--- src/rtl/mgt_link_watchdog.sv ---
// ---------------------------------------------------------------------------
// mgt_link_watchdog
//
// Supervises a running MGT transmitter once its startup sequence has
// finished. A persistent loss of TX PLL lock or of any TX-reset-done bit
// triggers escalating recovery: first a TX reset pulse, then a per-channel
// MGT reset pulse aimed at the channels that are not done. Each failed
// round (TX reset followed by MGT reset) bumps a saturating retry counter,
// and once the counter reaches MAX_RETRIES the watchdog parks in GIVEUP
// until software pulses clear_i.
//
// Ports:
//   clock_40          in   1  sole clock, rising edge
//   reset_n_i         in   1  asynchronous active-low reset
//   enable_i          in   1  watchdog enable, low forces IDLE
//   clear_i           in   1  single-cycle pulse: zero retries, leave GIVEUP
//   ready_i           in   1  ready output of the MGT control block
//   pll_lock_i        in   1  TX PLL lock, already synchronous to clock_40
//   txresetdone_i     in   4  per-channel TX reset done
//   ext_txreset_o     out  1  TX reset request to the MGT control block
//   ext_mgt_reset_o   out  4  per-channel MGT reset request
//   force_not_ready_o out  1  holds the control block's ready timer cleared
//   retry_cnt_o       out  4  completed failed rounds, saturating at 15
//   gave_up_o         out  1  high while in GIVEUP
//   state_o           out  3  current state encoding
// ---------------------------------------------------------------------------
module mgt_link_watchdog #(
   parameter int unsigned FAULT_FILTER   = 8,
   parameter int unsigned TXRESET_PULSE  = 16,
   parameter int unsigned MGTRESET_PULSE = 64,
   parameter int unsigned SETTLE_CNT     = 4000,
   parameter int unsigned MAX_RETRIES    = 7
) (
   input  logic       clock_40,
   input  logic       reset_n_i,
   input  logic       enable_i,
   input  logic       clear_i,
   input  logic       ready_i,
   input  logic       pll_lock_i,
   input  logic [3:0] txresetdone_i,
   output logic       ext_txreset_o,
   output logic [3:0] ext_mgt_reset_o,
   output logic       force_not_ready_o,
   output logic [3:0] retry_cnt_o,
   output logic       gave_up_o,
   output logic [2:0] state_o
);

   typedef enum logic [2:0] {
      ST_IDLE       = 3'd0,
      ST_MONITOR    = 3'd1,
      ST_TXRESET    = 3'd2,
      ST_TX_SETTLE  = 3'd3,
      ST_MGTRESET   = 3'd4,
      ST_MGT_SETTLE = 3'd5,
      ST_GIVEUP     = 3'd6
   } state_t;

   // One shared down-counter serves every pulse and settle phase, so it is
   // sized for the longest of them. It only ever holds (length - 1).
   localparam int unsigned CNT_MAX_A = (TXRESET_PULSE > MGTRESET_PULSE) ?
                                       TXRESET_PULSE : MGTRESET_PULSE;
   localparam int unsigned CNT_MAX   = (CNT_MAX_A > SETTLE_CNT) ? CNT_MAX_A : SETTLE_CNT;
   localparam int unsigned CNT_W     = $clog2(CNT_MAX + 1);
   localparam int unsigned FILT_W    = $clog2(FAULT_FILTER + 1);

   localparam logic [CNT_W-1:0]  TXP_LOAD    = CNT_W'(TXRESET_PULSE - 1);
   localparam logic [CNT_W-1:0]  MGP_LOAD    = CNT_W'(MGTRESET_PULSE - 1);
   localparam logic [CNT_W-1:0]  SETTLE_LOAD = CNT_W'(SETTLE_CNT - 1);
   localparam logic [FILT_W-1:0] FILT_LIMIT  = FILT_W'(FAULT_FILTER);
   localparam logic [3:0]        RETRY_LIMIT = 4'(MAX_RETRIES);

   state_t            state_q, state_d;
   logic [CNT_W-1:0]  cnt_q, cnt_d;
   logic [FILT_W-1:0] filt_q, filt_d;
   logic [3:0]        mask_q, mask_d;
   logic [3:0]        retry_q, retry_d;
   logic              ext_txreset_q, ext_txreset_d;
   logic [3:0]        ext_mgt_reset_q, ext_mgt_reset_d;
   logic              force_not_ready_q, force_not_ready_d;
   logic              gave_up_q, gave_up_d;

   logic              fault;
   logic [3:0]        not_done;
   logic [3:0]        retry_inc;
   logic [3:0]        retry_fail;

   assign fault    = ~pll_lock_i | ~&txresetdone_i;
   assign not_done = ~txresetdone_i;

   // Value the retry counter takes after a failed round. A coincident clear
   // wins, and the give-up decision is made on this post-clear value so a
   // clear on the failing sample always sends us round again.
   assign retry_inc  = (retry_q == 4'hF) ? retry_q : retry_q + 4'd1;
   assign retry_fail = clear_i ? 4'd0 : retry_inc;

   // Next-state logic. Each timed phase loads its count on entry and leaves
   // when the count reaches zero, so a phase lasts exactly its parameter.
   // Outputs are derived from the next state so that they register in step
   // with state_q.
   always_comb begin
      state_d  = state_q;
      cnt_d    = cnt_q;
      filt_d   = '0;
      mask_d   = mask_q;
      retry_d  = retry_q;

      unique case (state_q)
         ST_IDLE: begin
            if (enable_i && ready_i) begin
               state_d = ST_MONITOR;
            end
         end

         // The filter must see FAULT_FILTER consecutive faulty samples; any
         // clean sample restarts it.
         ST_MONITOR: begin
            if (filt_q == FILT_LIMIT) begin
               state_d = ST_TXRESET;
               cnt_d   = TXP_LOAD;
            end else begin
               filt_d = fault ? filt_q + FILT_W'(1) : '0;
            end
         end

         ST_TXRESET: begin
            if (cnt_q == '0) begin
               state_d = ST_TX_SETTLE;
               cnt_d   = SETTLE_LOAD;
            end else begin
               cnt_d = cnt_q - CNT_W'(1);
            end
         end

         // A fault with every channel reporting done can only be the PLL, in
         // which case all channels get the MGT reset.
         ST_TX_SETTLE: begin
            if (cnt_q == '0) begin
               if (fault) begin
                  state_d = ST_MGTRESET;
                  cnt_d   = MGP_LOAD;
                  mask_d  = (not_done == 4'h0) ? 4'hF : not_done;
               end else begin
                  state_d = ST_MONITOR;
               end
            end else begin
               cnt_d = cnt_q - CNT_W'(1);
            end
         end

         ST_MGTRESET: begin
            if (cnt_q == '0) begin
               state_d = ST_MGT_SETTLE;
               cnt_d   = SETTLE_LOAD;
            end else begin
               cnt_d = cnt_q - CNT_W'(1);
            end
         end

         ST_MGT_SETTLE: begin
            if (cnt_q == '0) begin
               if (fault) begin
                  retry_d = retry_fail;
                  if (retry_fail >= RETRY_LIMIT) begin
                     state_d = ST_GIVEUP;
                  end else begin
                     state_d = ST_TXRESET;
                     cnt_d   = TXP_LOAD;
                  end
               end else begin
                  state_d = ST_MONITOR;
               end
            end else begin
               cnt_d = cnt_q - CNT_W'(1);
            end
         end

         ST_GIVEUP: begin
            if (clear_i) begin
               state_d = ST_IDLE;
            end
         end

         default: begin
            state_d = ST_IDLE;
         end
      endcase

      if (clear_i) begin
         retry_d = 4'd0;
      end

      // Disabling overrides every transition; the retry count survives.
      if (!enable_i) begin
         state_d = ST_IDLE;
         cnt_d   = '0;
         filt_d  = '0;
      end

      ext_txreset_d     = (state_d == ST_TXRESET);
      ext_mgt_reset_d   = (state_d == ST_MGTRESET) ? mask_d : 4'h0;
      gave_up_d         = (state_d == ST_GIVEUP);
      force_not_ready_d = (state_d == ST_TXRESET)   || (state_d == ST_TX_SETTLE)  ||
                          (state_d == ST_MGTRESET)  || (state_d == ST_MGT_SETTLE) ||
                          (state_d == ST_GIVEUP);
   end

   // State, counters and registered outputs. The asynchronous reset clears
   // everything at once, which also cuts any pulse in progress.
   always_ff @(posedge clock_40 or negedge reset_n_i) begin
      if (!reset_n_i) begin
         state_q           <= ST_IDLE;
         cnt_q             <= '0;
         filt_q            <= '0;
         mask_q            <= 4'h0;
         retry_q           <= 4'h0;
         ext_txreset_q     <= 1'b0;
         ext_mgt_reset_q   <= 4'h0;
         force_not_ready_q <= 1'b0;
         gave_up_q         <= 1'b0;
      end else begin
         state_q           <= state_d;
         cnt_q             <= cnt_d;
         filt_q            <= filt_d;
         mask_q            <= mask_d;
         retry_q           <= retry_d;
         ext_txreset_q     <= ext_txreset_d;
         ext_mgt_reset_q   <= ext_mgt_reset_d;
         force_not_ready_q <= force_not_ready_d;
         gave_up_q         <= gave_up_d;
      end
   end

   assign ext_txreset_o     = ext_txreset_q;
   assign ext_mgt_reset_o   = ext_mgt_reset_q;
   assign force_not_ready_o = force_not_ready_q;
   assign retry_cnt_o       = retry_q;
   assign gave_up_o         = gave_up_q;
   assign state_o           = state_q;

endmodule

--- config.mk ---
export PLATFORM = sky130hd
export DESIGN_NAME = mgt_link_watchdog
export DESIGN_NICKNAME = d
export VERILOG_FILES = /design/src/rtl/mgt_link_watchdog.sv
export SDC_FILE = /design/constraint.sdc
export NUM_CORES = 1
export LEC_CHECK = 0
export ABC_AREA = 1
export BUFFER_PORTS_ARGS = -buffer_cell sky130_fd_sc_hd__buf_2
export CAP_MARGIN = 15
export CORE_MARGIN = 3
export CORE_UTILIZATION = 55
export CTS_BUF_LIST = sky130_fd_sc_hd__clkbuf_4 sky130_fd_sc_hd__clkbuf_8 sky130_fd_sc_hd__clkbuf_16
export DETAILED_ROUTE_END_ITERATION = 8
export MAX_ROUTING_LAYER = met4
export PLACE_DENSITY = 0.76
export SLEW_MARGIN = 20
export SYNTH_ARGS = -nofsm -noshare
export SYNTH_HDL_FRONTEND = slang
export SYNTH_SLANG_ARGS = --single-unit
--- constraint.sdc ---
create_clock -name clock_40 -period 1.9 [get_ports clock_40]
set_input_delay 0.19 -clock clock_40 [delete_from_list [all_inputs] [get_ports clock_40]]
set_output_delay 0.19 -clock clock_40 [all_outputs]
set_load 0.03 [all_outputs]
==> results.json <==
{
  "required_ns": 2.10,
  "drv_slew": 0,
  "syn_to_final_growth_pct": 15.1,
  "hold_viol_final": 0,
  "dpl.hpwl_um": 3400,
  "reg2reg_to": "ext_mgt_reset_o[1]$_DFF_PN0_",
  "cts.clk_slew.worst_paths_ns": 0.07,
  "grt_pass1_vias": 1803,
  "finalNonFillerCells": 353,
  "yosys.cell_types.count": 30,
  "cts_sinks": 34,
  "dpl_cell_area_um2": 2250,
  "hold_path_depth": 4,
  "fmax_mhz": 572,
  "h-tree-depth": 2,
  "critPathKind": "reg -> reg",
  "yosysTopAreaCell": "dfrtp_1",
  "max_stage_delay_ns": 0.42,
  "antenna_found_initial": 0,
  "post-synth-top-count-cell": "nand2_1",
  "hp-class": "in -> reg",
  "totalWireLength_um": 4590,
  "synth_ff_type": "dfrtp_1",
  "place_inst": 342,
  "start_kind": "flip-flop",
  "syn_area_um2": 2080,
  "ys_warn_count": 0,
  "drt_iter0_markers": 87,
  "synthCells": 274,
  "grt_util_all_layers_pct": 24.5,
  "die_h_um": 67.5,
  "final_area_um2": 2390,
  "antenna_cells": 0,
  "max-vdd-ir-drop_mv": 0.469,
  "cp_cell_sequence": "inv_1 -> ha_4 -> nand3_2 -> nor2_4 -> nand4_2 -> nand3_2 -> nand4_2 -> nor3_1",
  "slew_headroom_pct": 49.2,
  "crit_fanout": 6,
  "timing.rr.start": "cnt_q[0]$_DFFE_PN0P_",
  "setup_viol": 0,
  "core-area_um2": 3490,
  "powerDensity_nw_per_um2": 691,
  "outcome": "completed",
  "vias_per_cell": 5.30,
  "row_count": 21,
  "p_leak_nw": 1.29,
  "worst-r2r-cell-count": 8,
  "finalCriticalPeriod_ns": 1.75,
  "min_from": "txresetdone_i[0]",
  "ioPinCount": 24,
  "clk_latency_ns": 0.29,
  "clk_path_buf_depth": 2,
  "drive_gt1_share_pct": 23.8,
  "final.setup.tns_ns": 0,
  "fin_nets": 320,
  "grt_max_degree": 35,
  "via_count": 1872,
  "clock_skew_ns": 0.00361,
  "critPathArrivalTime_ns": 1.95,
  "ys_ff_latch": 34,
  "drc": 0,
  "synth_async_sr_flop_share_pct": 100,
  "cts_tree": "done",
  "overflow": 0,
  "synth_area_leaders": "dfrtp_1 (41%), nand2_1 (12%), inv_1 (7.4%), nand3_1 (6.3%), nor2_1 (4.0%)",
  "cap_violations": 0,
  "period_share_pct": 92.1,
  "synth_edf_count": 0,
  "drt-pass1-iter-count": 4,
  "grt_pass1_wl_um": 8070,
  "slowest_stage": "dfrtp_1",
  "yosysSeqAreaShare_pct": 40.9,
  "cts_buffers": 5,
  "synthTopCellsByCount": "nand2_1 (64), inv_1 (41), dfrtp_1 (34)",
  "rsz0062_at_grt": "false",
  "cp-end-kind": "flip-flop",
  "totalPowerFinal_mw": 1.65,
  "postRouteAntennaNets": 0,
  "dieArea_um2": 4550,
  "wl_per_cell_um": 13.0,
  "initial_utilization_pct": 59.5,
  "tightest_slew_ns": 0.762,
  "synth_top_area_share_pct": 40.9,
  "syn_area_per_cell_um2": 7.58,
  "gp_congestion": 0.870,
  "hold_end": "mask_q[0]$_DFF_PN0_",
  "io_buffers": 23,
  "reg2reg_slack_ns": 0.15,
  "synth.net_count": 288,
  "dieWidth_um": 67.5,
  "cts_root_buf": "clkbuf_8",
  "cp-startpoint": "cnt_q[0]$_DFFE_PN0P_"
}
[cell families (layout without fill, tap and decap cells)]
kind of cell	count (synthesis)	count (layout)	share of synthesized area (%)
AOI/OAI and AO/OA	29	29	7.95
buffers and inverters	47	80	8.91
xor gates and xnor gates	7	7	2.95
and+or+nand+nor	153	153	36.8
adders and majority gates	4	4	2.41
DFF	34	34	40.9
[area by class of cell]
cell class / instances / area, um^2
inverters: 44 / 165
clock inverters: 2 / 12.5
clock buffers: 6 / 82.6
multi-input cells: 193 / 1070
fillers: 317 / 1100
well taps: 46 / 57.6
repair buffers: 28 / 155
flip-flops and latches: 34 / 851
[routing by layer]
layer | track usage (%) | share of wire (%) | vias to the layer above | routed length [um]
li1 | - | - | 939 | -
met4 | 8.86 | 1.9 | 0 | 89
met1 | 30.9 | 47 | 868 | 2140
met2 | 39.1 | 46 | 56 | 2130
met3 | 4.49 | 5.0 | 9 | 228
met5 | - | 0 | - | 0
[metrics by stage]
stage | setup slack (ns) | utilization [%] | hold WS (ns)
finish | 0.150 | 68.4 | 0.222
global route | 0.0105 | 68.4 | 0.254
CTS | 0.0538 | 67.3 | 0.219
detailed placement | 0.0787 | 64.3 | 0.311
global placement | 0.115 | 64.3 | 0.304
floorplan | 0.0557 | - | -0.106
[how the worst max path moves through the flow]
stage                                         endpoint  slack, ns  cells after the start
after detailed placement  ext_mgt_reset_o[0]$_DFF_PN0_       0.08                      8
after floorplan                  cnt_q[11]$_DFFE_PN0P_       0.06                     13
after global routing        retry_cnt_o[3]$_DFFE_PN0P_       0.01                      9
after CTS                 ext_mgt_reset_o[0]$_DFF_PN0_       0.05                      8
after global placement    ext_mgt_reset_o[2]$_DFF_PN0_       0.11                      8
final                     ext_mgt_reset_o[1]$_DFF_PN0_       0.15                      8
[critical path: cells and delay by family (launching register included)]
kind | cells | cell delay (ns)
adders and majority gates | 1 | 0.17
buffers and inverters | 1 | 0.11
DFF | 1 | 0.42
and+or+nand+nor | 6 | 0.95
[power by group]
part	leakage [nW]	internal (mW)	total, mW	switching [mW]
Clock	0.0472	0.291	0.574	0.283
Sequential	0.451	0.742	0.760	0.0183
Combinational	0.796	0.108	0.318	0.210
[layout by cell type (no fill, tap or decap), types with 7 or more instances in the layout]
| cell type | Yosys | routed |
|---|---|---|
| nor2_2 | 9 | 8 |
| o21ai_0 | 9 | 9 |
| a21oi_1 | 7 | 7 |
| nor2_1 | 22 | 22 |
| buf_2 | 1 | 23 |
| nand4_1 | 8 | 8 |
| nand3_1 | 26 | 25 |
| inv_1 | 41 | 41 |
| nand2_1 | 64 | 64 |
| dfrtp_1 | 34 | 34 |
[registers in the layout (all words and copies together) (netlist names)]
register / count
state_o: 3
ext_mgt_reset_o: 4
gave_up_o: 1
filt_q: 4
retry_cnt_o: 4
ext_txreset_o: 1
force_not_ready_o: 1
mask_q: 4
cnt_q: 12
[repair_timing]
| item | CTS | global route |
|---|---|---|
| resized for setup | 0 | 5 |
| setup endpoints to repair | 0 | 25 |
| setup buffers | 0 | 2 |
| hold buffers | 1 | 0 |
| endpoints found under the hold margin | 29 | 0 |
No activity file was read; power rests on OpenSTA's default activity.
